**src/rtl/alu_share_ctrl.sv**
```systemverilog
// Round-robin sequencer that shares one combinational ALU between two requesters.
// Operands are registered on accept, the ALU result is captured in EXEC and returned in RESP.
module alu_share_ctrl #(
    parameter int unsigned DATA_W = 8
) (
    input  logic              clk,
    input  logic              rst_n,
    input  logic              req0_valid,
    output logic              req0_ready,
    input  logic [DATA_W-1:0] req0_a,
    input  logic [DATA_W-1:0] req0_b,
    input  logic [1:0]        req0_op,
    input  logic              req1_valid,
    output logic              req1_ready,
    input  logic [DATA_W-1:0] req1_a,
    input  logic [DATA_W-1:0] req1_b,
    input  logic [1:0]        req1_op,
    output logic              rsp0_valid,
    input  logic              rsp0_ready,
    output logic [DATA_W-1:0] rsp0_data,
    output logic              rsp1_valid,
    input  logic              rsp1_ready,
    output logic [DATA_W-1:0] rsp1_data,
    output logic [DATA_W-1:0] alu_a,
    output logic [DATA_W-1:0] alu_b,
    output logic [1:0]        alu_op,
    input  logic [DATA_W-1:0] alu_y,
    output logic              busy
);

    typedef enum logic [1:0] {
        StIdle = 2'b00,
        StExec = 2'b01,
        StResp = 2'b10
    } state_e;

    state_e            state_q, state_d;
    logic [DATA_W-1:0] a_q, b_q, result_q;
    logic [1:0]        op_q;
    logic              owner_q;
    logic              last_grant_q;
    logic              grant;
    logic              accept;
    logic              rsp_fire;

    // Ready is held low during reset even though the state already reads as idle.
    always_comb begin
        grant      = 1'b0;
        req0_ready = 1'b0;
        req1_ready = 1'b0;
        if (req0_valid && req1_valid) begin
            grant = ~last_grant_q;
        end else begin
            grant = req1_valid;
        end
        if ((state_q == StIdle) && rst_n) begin
            req0_ready = req0_valid && !grant;
            req1_ready = req1_valid && grant;
        end
    end

    assign accept   = (req0_valid && req0_ready) || (req1_valid && req1_ready);
    assign rsp_fire = (state_q == StResp) && (owner_q ? rsp1_ready : rsp0_ready);

    always_comb begin
        state_d = state_q;
        case (state_q)
            StIdle:  if (accept) state_d = StExec;
            StExec:  state_d = StResp;
            StResp:  if (rsp_fire) state_d = StIdle;
            default: state_d = StIdle;
        endcase
    end

    always_ff @(posedge clk or negedge rst_n) begin
        if (!rst_n) begin
            state_q      <= StIdle;
            a_q          <= '0;
            b_q          <= '0;
            op_q         <= 2'b00;
            owner_q      <= 1'b0;
            result_q     <= '0;
            last_grant_q <= 1'b1;
        end else begin
            state_q <= state_d;
            if (accept) begin
                a_q     <= grant ? req1_a  : req0_a;
                b_q     <= grant ? req1_b  : req0_b;
                op_q    <= grant ? req1_op : req0_op;
                owner_q <= grant;
            end
            if (state_q == StExec) begin
                result_q <= alu_y;
            end
            if (rsp_fire) begin
                last_grant_q <= owner_q;
            end
        end
    end

    assign alu_a      = a_q;
    assign alu_b      = b_q;
    assign alu_op     = op_q;
    assign rsp0_valid = (state_q == StResp) && !owner_q;
    assign rsp1_valid = (state_q == StResp) && owner_q;
    assign rsp0_data  = result_q;
    assign rsp1_data  = result_q;
    assign busy       = (state_q != StIdle);

endmodule

```
**config.mk**
```make
export PLATFORM = sky130hd
export DESIGN_NAME = alu_share_ctrl
export DESIGN_NICKNAME = d
export VERILOG_FILES = /design/src/rtl/alu_share_ctrl.sv
export SDC_FILE = /design/constraint.sdc
export NUM_CORES = 1
export LEC_CHECK = 0
export ABC_AREA = 0
export CORE_MARGIN = 2
export CORE_UTILIZATION = 39
export CTS_BUF_LIST = sky130_fd_sc_hd__clkbuf_16
export DETAILED_ROUTE_END_ITERATION = 8
export PLACE_DENSITY = 0.89
export SYNTH_ARGS = -nofsm -noshare
export SYNTH_HDL_FRONTEND = slang
export SYNTH_SLANG_ARGS = --single-unit
```
**constraint.sdc**
```tcl
create_clock -name clk -period 4.1 [get_ports clk]
set_input_delay 0.82 -clock clk [delete_from_list [all_inputs] [get_ports clk]]
set_output_delay 0.82 -clock clk [all_outputs]
set_load 0.1 [all_outputs]
```
==> flow_results.org <==
** Timing
- For the final database, setup skew stands at roughly 9 ps.
- In the final timing run, aggregate negative setup slack is 0 ps.
- Transition time at the pin with the least slew margin :: a little under 1000 ps
- The number of pins with negative max-slew slack in the final report came to 0.
- Final worst path period share :: 78.6%
- Setup repair after global routing left no endpoint under its margin.
- The number of hold-slack violations in the final timing report is 0.
- Min Tclk post-route :: ~3200 ps
- Measured against its own limit, the worst slew margin works out to 33.8%.
- Setup Viol. Count Final :: 0
- Based on the critical path, the design can be clocked at up to a little over 0.3 GHz.

** Placed design
- HPWL reported at the end of detailed placement :: around 2800 um
- Final GP Congestion :: approximately 0.75
- During placement, the flow inserted port buffers numbering ~90.

** Global routing
- Maximum number of pins on one net before global-route repair :: 33
- Global routing used around a fifth of the available tracks.
- The total overflow left after global routing is 0.
- Initial antenna violation count :: 0
- The first global-routing pass estimated about 6300 um of wire.
- Number of global-route vias before repair :: roughly 1300

** Hold path
- Class of the worst hold path :: reg -> reg

** Critical path
- In this design, the largest share of critical-path delay is due to buffers and inverters.
- Among all stages on the critical path, the largest delay is contributed by sky130_fd_sc_hd__clkdlybuf4s50_1.
- Element type at the critical path start :: input pin
- Crit path capture type :: primary output
- Along the worst path, the maximum fanout reaches 32.
- Arrival time at the worst endpoint :: around 2400 ps
- Crit Path Category :: in -> out
- Required time reported for the critical path endpoint :: ~3300 ps
- Buf/Inv on CP :: 4
- In this design, the stage delay of the slowest critical-path cell is ~470 ps.
- Cell breakdown of the critical path :: clkdlybuf4s50_1 -> buf_4 -> nor3b_2 -> nand3_1 -> inv_1 -> buf_12

** Run
- Max cap viols :: 0

** Synth
- After synthesis the cells add up to around 1400 um2.
- Yosys printed 0 warnings.
- In this run, synthesis inferred 0 flip-flops with an integrated enable.
- Gate Count Post-Synth :: approximately 110
- A synthesized cell averages between 10 and 15 um2.
- Sequential share of the synthesized area :: approximately 53%
- Post-synthesis register bit count :: 30
- Yosys top cell by area :: sky130_fd_sc_hd__dfrtp_1
- Top post-synthesis cells by area :: sky130_fd_sc_hd__dfrtp_1 (51%), sky130_fd_sc_hd__o221a_2 (14%), sky130_fd_sc_hd__or3_1 (8.0%)
- Post-Syn Nets :: ~160
- Dominant register cell in the synthesized netlist :: sky130_fd_sc_hd__dfrtp_1
- The synthesized netlist contains 26 unique library cells.
- Proportion of netlist area held by the largest area contributor :: between 50% and 60%
- For this run, asynchronously set or reset flops after synthesis account for between 90% and 100%.

** Detailed routing
- In the routed layout, each cell is associated on average with a via count of 5.22.
- The final route contains 1253 vias.
- In this run, the number of DRC markers left after iteration 0 of detailed routing was 74.
- Dividing the detail-routed wire length by the instance count gives 16.1 um.
- The first detailed-routing pass took 4 iterations.
- The count of nets left with antenna violations once routing finished came out at 0.
- Remaining routing DRC violations :: 0
- Summed over all layers, the routed wires come to around 3900 um.

** Finish
- Combined area of the multi-input logic cells :: between 500 and 600 um2
- Register Area :: ~750 um2
- Net count of the finished layout :: approximately 240
- Counting the fill cells in the layout gives 250.
- Fraction of layout cells with a size suffix above 1 :: 19.6%
- From synthesis to final layout, the design area changed by 72.5%.
- Diodes inserted :: 0

** Die
- Floorplan die area :: 4120 um2
- The die is ~64 um wide.
- Effective utilization at floorplan :: between 40 and 50%
- The core region is between 3000 and 4000 um2.
- Die boundary height :: approximately 64 um
- Row Count :: 21
- Count of boundary I/O pins :: 89

** Clocking
- Number of buffers inserted for hold repair after clock tree synthesis :: 0
- No sink is reached through more buffers than the 2 on the longest clock path.
- Gates resized during post-CTS repair numbered 0.
- The clock drives 30 sinks.
- # H-tree levels :: 2
- At the later pin of the worst-skew pair, clock insertion delay measures 270 ps.
- Clock buffer count from CTS :: 5
- Clock transition at the register clock pins on the worst setup and hold paths after CTS :: around 50 ps
- In this run the clock root is driven by a sky130_fd_sc_hd__clkbuf_16.
- TritonCTS built the clock tree.
- Number of setup buffers added after CTS :: 0

** Run status
- The flow ran to the end, and the final reports show no timing, DRC or antenna violations.
==> per-stage QoR <==
| step | std cells | worst slack, ps | cell area, um2 | hold slack [ps] | utilization [%] |
|---|---|---|---|---|---|
| global placement | 232 | 977 | 2280 | 489 | 66.6 |
| CTS | 240 | 840 | 2440 | 502 | 71.4 |
| floorplan | 112 | 819 | 1410 | 472 | - |
| finish | 240 | 879 | 2440 | 499 | 71.4 |
| detailed placement | 232 | 895 | 2280 | 488 | 66.6 |
| global route | 240 | 756 | 2440 | 523 | 71.4 |
==> cell families after synthesis <==
| group | share of synthesized area, % |
|---|---|
| DFF | 53.2 |
| muxes | 7.17 |
| and+or+nand+nor | 14.0 |
| AOI/OAI and AO/OA | 16.7 |
| buffers and inverters | 8.94 |
==> worst register-to-register path, stage by stage, from the launching register on <==
cell and delay, ps:
sky130_fd_sc_hd__dfrtp_1 440, sky130_fd_sc_hd__nor3b_2 250, sky130_fd_sc_hd__o21a_1 580, sky130_fd_sc_hd__o221a_2 330
==> final timing paths <==
path / start / to / slack [ps] / cells past startpoint
max in group asynchronous: rst_n / last_grant_q / 2810 / 2
worst max-delay path: rst_n / req0_ready / 880 / 6
worst max register to register: state_q[0] / alu_op[1] / 2420 / 3
worst min register to register: last_grant_q / last_grant_q / 500 / 1
worst min-delay path: last_grant_q / last_grant_q / 500 / 1
min in group asynchronous: rst_n / rsp0_data[2] / 960 / 2
==> state kept, by name (all words and copies together) (netlist names) <==
register and cells:
state_q 2, alu_b 8, owner_q 1, rsp0_data 8, alu_op 2, alu_a 8
last_grant_q 1
==> layer usage <==
metal | vias to the layer above | wire length (um) | global-route usage, %
met5 | - | 0 | 0
met4 | 0 | 44 | 6.38
met3 | 6 | 249 | 5.46
li1 | 575 | - | -
met1 | 603 | 1560 | 24.0
met2 | 69 | 2000 | 34.8
==> cell usage after synthesis, types with 2 or more instances <==
cell type                   n
sky130_fd_sc_hd__buf_2      5
sky130_fd_sc_hd__buf_6      2
sky130_fd_sc_hd__mux2_2     5
sky130_fd_sc_hd__mux2_1     4
sky130_fd_sc_hd__buf_4      9
sky130_fd_sc_hd__o221a_2   18
sky130_fd_sc_hd__dfrtp_1   29
sky130_fd_sc_hd__inv_1      2
sky130_fd_sc_hd__nor2_1     3
sky130_fd_sc_hd__nand2b_1   2
sky130_fd_sc_hd__or3_1     18
==> placed cells by master, fill, tap and decap left out, drive strengths merged, types with 2 or more instances in the layout <==
cell type       n
clkdlybuf4s50  86
dfrtp          29
or3            18
o221a          18
mux2            9
clkbuf          5
buf             5
nor2            3
inv             3
nand2b          2
==> layout make-up <==
cell class	count	share of cell area, %
Timing Repair Buffer	91	37.9
Sequential cell	30	30.8
Multi-Input combinational cell	63	22.0
Clock buffer	5	5.13
Tap cell	46	2.36
Clock inverter	3	1.54
Inverter	2	0.308
Power is not shown: default switching activity piles up to over one toggle a cycle in this logic, so the estimate is an artifact.
